`config.mk`:
```
export PLATFORM = sky130hd
export DESIGN_NAME = sprite_fetch_ctrl
export DESIGN_NICKNAME = d
export VERILOG_FILES = /design/src/rtl/sprite_fetch_ctrl_pkg.sv /design/src/rtl/sprite_pattern_addr.sv /design/src/rtl/sprite_fetch_ctrl.sv
export SDC_FILE = /design/constraint.sdc
export NUM_CORES = 1
export LEC_CHECK = 0
export ABC_AREA = 1
export CAP_MARGIN = 15
export CORE_ASPECT_RATIO = 0.6
export CORE_MARGIN = 5
export CORE_UTILIZATION = 55
export CTS_BUF_LIST = sky130_fd_sc_hd__clkbuf_2 sky130_fd_sc_hd__clkbuf_4 sky130_fd_sc_hd__clkbuf_8
export CTS_CLUSTER_DIAMETER = 120
export DETAILED_ROUTE_END_ITERATION = 8
export PLACE_DENSITY = 0.95
export SETUP_SLACK_MARGIN = 0.5
export SKIP_LAST_GASP = 1
export SYNTH_ARGS = -nofsm -noshare
export SYNTH_HDL_FRONTEND = slang
export SYNTH_SLANG_ARGS = --single-unit
export TNS_END_PERCENT = 100
```
`constraint.sdc`:
```
create_clock -name clk -period 4.06 [get_ports clk]
set_input_delay 0.812 -clock clk [delete_from_list [all_inputs] [get_ports clk]]
set_output_delay 0.812 -clock clk [all_outputs]
set_load 0.005 [all_outputs]
```
`src/rtl/sprite_fetch_ctrl_pkg.sv`:
```
// Shared PPU constants, attribute bit positions and the sprite fetch FSM state type.
package sprite_fetch_ctrl_pkg;

    localparam logic [8:0] VISIBLE_LINES    = 9'd240;
    localparam logic [8:0] PRERENDER_LINE   = 9'd261;
    localparam logic [8:0] FETCH_START      = 9'd256;
    localparam logic [8:0] FETCH_LEN        = 9'd64;
    localparam logic [8:0] RESET_LINE_CYCLE = 9'd340;

    localparam int ATTR_PRIO  = 5;
    localparam int ATTR_HFLIP = 6;
    localparam int ATTR_VFLIP = 7;

    typedef enum logic [1:0] {
        IDLE,
        REQ_LO,
        REQ_HI,
        DONE
    } fetch_state_e;

    function automatic logic [7:0] bit_reverse(input logic [7:0] b);
        logic [7:0] r;
        for (int i = 0; i < 8; i++) begin
            r[i] = b[7-i];
        end
        return r;
    endfunction

endpackage

```
`src/rtl/sprite_pattern_addr.sv`:
```
// Pattern-table address, sprite row and horizontal-flip byte shaping for one sprite.
module sprite_pattern_addr
    import sprite_fetch_ctrl_pkg::*;
(
    input  logic        obj_size_i,
    input  logic        obj_patt_i,
    input  logic [3:0]  y_off_i,
    input  logic [7:0]  tile_i,
    input  logic [7:0]  attr_i,
    input  logic        plane_i,
    input  logic        empty_i,
    input  logic [7:0]  raw_i,
    output logic [13:0] addr_o,
    output logic [7:0]  pattern_o
);

    logic [3:0] row;

    assign row = attr_i[ATTR_VFLIP] ? ~y_off_i : y_off_i;

    // 8x16 sprites take their table from tile bit 0 and use row bit 3 to pick the half.
    assign addr_o = obj_size_i ? {1'b0, tile_i[0], tile_i[7:1], row[3], plane_i, row[2:0]}
                               : {1'b0, obj_patt_i, tile_i, plane_i, row[2:0]};

    // The shifter emits bit 0 first, so an unflipped sprite needs its byte reversed.
    assign pattern_o = empty_i ? 8'h00
                     : (attr_i[ATTR_HFLIP] ? raw_i : bit_reverse(raw_i));

endmodule

```
`src/rtl/sprite_fetch_ctrl.sv`:
```
// Per-scanline sprite pattern fetch sequencer: reads temp OAM, fetches two planes
// per slot from VRAM and loads the sprite shifter set during cycles 256-319.
module sprite_fetch_ctrl
    import sprite_fetch_ctrl_pkg::*;
(
    input  logic        clk,
    input  logic        i_rst,
    input  logic        ce,
    input  logic        sprites_enabled,
    input  logic        obj_size,
    input  logic        obj_patt,
    input  logic [8:0]  scanline,
    input  logic [8:0]  cycle,
    input  logic [7:0]  oam_bus,
    output logic        vram_req,
    output logic [13:0] vram_addr,
    input  logic        vram_ack,
    input  logic [7:0]  vram_data,
    output logic [3:0]  spr_load,
    output logic [26:0] spr_load_in,
    output logic        spr_enable,
    output logic        oam_reset_line,
    output logic        fetch_late
);

    fetch_state_e state_q;
    logic         vram_req_q;
    logic [13:0]  vram_addr_q;
    logic [3:0]   y_off_q;
    logic         empty_q;
    logic [7:0]   tile_q;
    logic [7:0]   attr_q;
    logic [7:0]   x_q;
    logic [7:0]   lo_q;
    logic [7:0]   hi_q;
    logic [7:0]   slot_valid_q;
    logic         kill_q;
    logic         fetch_late_q;
    logic         spr_enable_q;
    logic         spr_enable_d;

    logic         line_ok;
    logic         window;
    logic         active;
    logic         load;
    logic [2:0]   slot;
    logic [2:0]   phase;
    logic [13:0]  pat_addr;
    logic [7:0]   pattern;

    assign slot    = cycle[5:3];
    assign phase   = cycle[2:0];
    assign line_ok = (scanline < VISIBLE_LINES) || (scanline == PRERENDER_LINE);
    assign window  = (cycle >= FETCH_START) && (cycle < FETCH_START + FETCH_LEN);
    assign active  = sprites_enabled && line_ok && window;

    assign spr_enable_d = sprites_enabled && (scanline < VISIBLE_LINES)
                       && (cycle >= 9'd1) && (cycle <= FETCH_START);

    sprite_pattern_addr u_pattern_addr (
        .obj_size_i (obj_size),
        .obj_patt_i (obj_patt),
        .y_off_i    (y_off_q),
        .tile_i     (tile_q),
        .attr_i     (attr_q),
        .plane_i    (state_q == REQ_LO),
        .empty_i    (empty_q),
        .raw_i      (vram_data),
        .addr_o     (pat_addr),
        .pattern_o  (pattern)
    );

    // Load strobe is decoded in the phase-7 cycle itself so it lines up with the shifter's ce.
    assign load           = ce && active && (phase == 3'd7) && slot_valid_q[slot];
    assign spr_load       = load ? 4'hF : 4'h0;
    assign spr_load_in    = load ? {lo_q, hi_q, x_q, attr_q[1:0], attr_q[ATTR_PRIO]} : 27'd0;
    assign oam_reset_line = ce && !i_rst && (cycle == RESET_LINE_CYCLE);

    assign vram_req   = vram_req_q;
    assign vram_addr  = vram_addr_q;
    assign spr_enable = spr_enable_q;
    assign fetch_late = fetch_late_q;

    // NOTE: every register here is a flop with async reset, so only <= is used in this block.
    always_ff @(posedge clk or posedge i_rst) begin
        if (i_rst) begin
            state_q      <= IDLE;
            vram_req_q   <= 1'b0;
            vram_addr_q  <= 14'd0;
            y_off_q      <= 4'd0;
            empty_q      <= 1'b0;
            tile_q       <= 8'd0;
            attr_q       <= 8'd0;
            x_q          <= 8'd0;
            lo_q         <= 8'd0;
            hi_q         <= 8'd0;
            slot_valid_q <= 8'd0;
            kill_q       <= 1'b0;
            fetch_late_q <= 1'b0;
            spr_enable_q <= 1'b0;
        end else if (ce) begin
            spr_enable_q <= spr_enable_d;

            if (scanline == PRERENDER_LINE && cycle == 9'd1) begin
                fetch_late_q <= 1'b0;
            end

            // A mid-window disable kills the rest of the line even if re-enabled later.
            if (cycle == RESET_LINE_CYCLE) begin
                kill_q <= 1'b0;
            end else if (!sprites_enabled && line_ok && window) begin
                kill_q <= 1'b1;
            end

            if (!active) begin
                state_q    <= IDLE;
                vram_req_q <= 1'b0;
                if (!sprites_enabled) begin
                    slot_valid_q <= 8'd0;
                end
            end else begin
                unique case (phase)
                    3'd0: begin
                        y_off_q            <= oam_bus[3:0];
                        empty_q            <= |oam_bus[7:4];
                        slot_valid_q[slot] <= !kill_q;
                    end
                    3'd1:    tile_q <= oam_bus;
                    3'd2:    attr_q <= oam_bus;
                    3'd3:    x_q    <= oam_bus;
                    default: ;
                endcase

                if (phase == 3'd7) begin
                    state_q            <= IDLE;
                    vram_req_q         <= 1'b0;
                    slot_valid_q[slot] <= 1'b0;
                    if (slot_valid_q[slot] && state_q != DONE) begin
                        fetch_late_q <= 1'b1;
                    end
                end else begin
                    case (state_q)
                        IDLE: begin
                            if (phase == 3'd4 && slot_valid_q[slot]) begin
                                state_q     <= REQ_LO;
                                vram_req_q  <= 1'b1;
                                vram_addr_q <= pat_addr;
                                // Cleared here so a plane never acked loads as 0x00.
                                lo_q        <= 8'd0;
                                hi_q        <= 8'd0;
                            end
                        end
                        REQ_LO: begin
                            if (vram_ack) begin
                                lo_q        <= pattern;
                                vram_addr_q <= pat_addr;
                                state_q     <= REQ_HI;
                            end
                        end
                        REQ_HI: begin
                            if (vram_ack) begin
                                hi_q       <= pattern;
                                vram_req_q <= 1'b0;
                                state_q    <= DONE;
                            end
                        end
                        default: ;
                    endcase
                end
            end
        end
    end

endmodule

```
==> qor.yml <==
finish:
  nFillCells: 467
  drive_gt1_frac: 0.139
  syn_to_final_growth_pct: 30.5
  finalInstanceArea_sq_um: 5130
  layout_common_cells: "100 x nand2_1, 94 x inv_1, 69 x dfrtp_1"
  diodes: 0
  multi_input_comb_area_sq_um: 1670
  fin_nets: 645
  final-seq-area_sq_um: 1730
  final_common_cell: "nand2_1"
global_routing:
  grt-ovfl-total: 0
  grt_max_degree: 46
  grt_pass1_wl_mm: 17.4
  antenna_found_initial: 0
  grt_usage: 0.244
  grt_pass1_vias: 3731
run_status:
  outcome: "finished, final reports clean"
timing:
  relSlewSlack: 0.438
  fin_skew_ns: 0.00634
  hold_viol: 0
  max_freq_ghz: 0.279
  worst_pin_slew_ns: 0.842
  tns_ns: 0
  rsz0062_at_grt: "yes"
  maxSlewViolCount: 0
  period_needed_ns: 3.58
  setup_viol: 0
  post-route-period-util: 0.883
clocking:
  clkSinkCount: 69
  root_buffer: "clkbuf_8"
  cts-buffers-inserted: 9
  cts_buffer_depth: 2
  cts_max_level: 3
  cts_tree: "done"
  clk_latency_ns: 0.35
  path_clk_slew_ns: 0.08
  hold_buffers: 0
floorplanning:
  core-area_sq_um: 6820
  fp-row-count: 23
  die_y_microns: 75.5
  start_util: 0.576
  dieArea_sq_um: 8990
  ios: 90
  die_w_microns: 119
worst_setup_path:
  critPathSlowestCell: "clkdlybuf4s50_1"
  path_class: "input port to output pin"
  cp-end-kind: "output pin"
  cp_cell_sequence: "clkdlybuf4s50_1 -> nor2_2 -> nand2_1 -> nor2_4 -> nand4_4 -> inv_4 -> nand3_4 -> clkbuf_16 -> nor2_1 -> clkdlybuf4s50_1"
  start_kind: "input port"
  crit_arrival_ns: 2.77
  required_ns: 3.25
  crit_fanout: 9
  crit_top_cell: "clkdlybuf4s50_1"
  max_stage_delay_ns: 0.51
place:
  numPortBuffers: 88
  placed_area_sq_um: 4780
  gp_congestion: 0.895
  detailed_place_hpwl_mm: 7.85
run:
  maxCapViolCount: 0
detailed_routing:
  wirelength_mm: 11.0
  topRoutingLayerUsed: "met4"
  met1Wirelength_mm: 4.59
  wl_met2_mm: 5.27
  avgViaCountPerCell: 5.48
  dr.pass1.iters: 8
  vias: 3794
  drc: 0
  postRouteAntennaNets: 0
  wire_per_inst_microns: 16.0
  dr_wl_met3_microns: 864
  drtIter0Drc: 353
synth:
  synth_edf_count: 0
  synthFlopType: "dfrtp_1"
  syn_area_sq_um: 3930
  async_reset_ff_frac: 1.00
  synth.net_count: 555
  ys_seq_area_frac: 0.439
  synth_cell_types: 33
  synthCells: 510
  syn_avg_cell_area_sq_um: 7.71
  ys_ff_latch: 69
  yosysWarningCount: 0
min_path:
  min-delay-path-class: "flop to flop"
power:
  ir_drop_mv: 0.161
  cellLeakagePower_nw: 2.70
  powerDensity_nw_per_um2: 288
==> stage by stage <==
stage          utilization  instances  worst slack, ns  hold slack (ns)  total power, mW
4_1_cts              0.734        686            0.481            0.486             1.48
2_1_floorplan            -        510             1.32            0.442            0.816
5_1_grt              0.752        692            0.411            0.517             1.53
3_5_place_dp         0.701        668            0.309            0.465            0.896
3_3_place_gp         0.701        668            0.400            0.459            0.887
6_report             0.752        692            0.476            0.483             1.48
==> cells in the mapped netlist, types with 5 or more instances <==
cell / count / area, sq um
nand2_1: 101 / 379
inv_1: 95 / 357
dfrtp_1: 69 / 1730
nor2_1: 55 / 206
o21ai_0: 46 / 230
o21ai_2: 20 / 175
nand3_1: 14 / 70.1
nor2_2: 13 / 81.3
nor3_1: 13 / 65.1
nand4_1: 12 / 75.1
buf_4: 8 / 60.1
buf_6: 8 / 90.1
o22ai_1: 8 / 50.1
o21ai_1: 6 / 30.0
inv_2: 5 / 18.8
==> critical path: cells and delay by family <==
family	cells	cell delay, ns
AND/OR/NAND/NOR	6	0.70
buffers and inverters	4	1.27
==> kinds of logic (layout without fill, tap and decap cells) <==
group,count (synthesis),after routing,synth area share
AND/OR/NAND/NOR,224,224,0.264
buffers and inverters,122,217,0.140
AO/OA/AOI/OAI,86,86,0.134
flip-flops,69,69,0.439
adder cells (fa/ha/maj),4,4,0.0127
XOR/XNOR,4,4,0.00891
other,1,1,0.000954
==> layout make-up <==
class,count,area share
clock buffer,9,0.0241
clock inverter,7,0.0156
inverter,100,0.0736
multi-input combinational,319,0.325
sequential,69,0.337
tap,87,0.0212
timing repair buffer,101,0.204
==> sequential cells by signal (all words and copies together), names as in the netlist, 2 cells and up <==
register,flops
hi_q,8
attr_q,5
slot_valid_q,8
vram_addr,13
x_q,8
tile_q,8
lo_q,8
state_q,2
y_off_q,4
==> timing repair <==
| item | in CTS | in global routing |
|---|---|---|
| gates resized for setup | 16 | 21 |
| buffers inserted | 2 | 5 |
| endpoints found under the setup margin | 31 | 25 |
| gates cloned | 0 | 1 |
| pin swaps | 2 | 1 |
==> routing by layer <==
layer  vias up  track usage
met3        34       0.0586
met1      1778        0.307
met4         0       0.0834
met2       208        0.425
li1       1774            -
met5         -            0
==> where the power goes <==
part	total [mW]	leakage (nW)	internal (mW)	switching, mW
Combinational	0.166	1.70	0.0697	0.0963
Clock	0.589	0.0973	0.292	0.296
Sequential	0.721	0.902	0.707	0.0142
==> final timing paths <==
| kind | endpoint | cells past startpoint | slack, ns | from |
|---|---|---|---|---|
| hold / removal | vram_addr[3]$_DFFE_PP0P_ | 2 | 0.48 | vram_addr[3]$_DFFE_PP0P_ |
| min in group asynchronous | spr_enable$_DFFE_PP0P_ | 2 | 0.85 | i_rst |
| max in group asynchronous | empty_q$_DFFE_PP0P_ | 3 | 2.23 | i_rst |
| setup / recovery | spr_load_in[15] | 10 | 0.48 | cycle[6] |
| hold reg to reg | vram_addr[3]$_DFFE_PP0P_ | 2 | 0.48 | vram_addr[3]$_DFFE_PP0P_ |
| setup reg to reg | vram_addr[1]$_DFFE_PP0P_ | 9 | 2.07 | state_q[0]$_DFFE_PP0P_ |
Note: power is estimated with default switching activity, not from simulation.
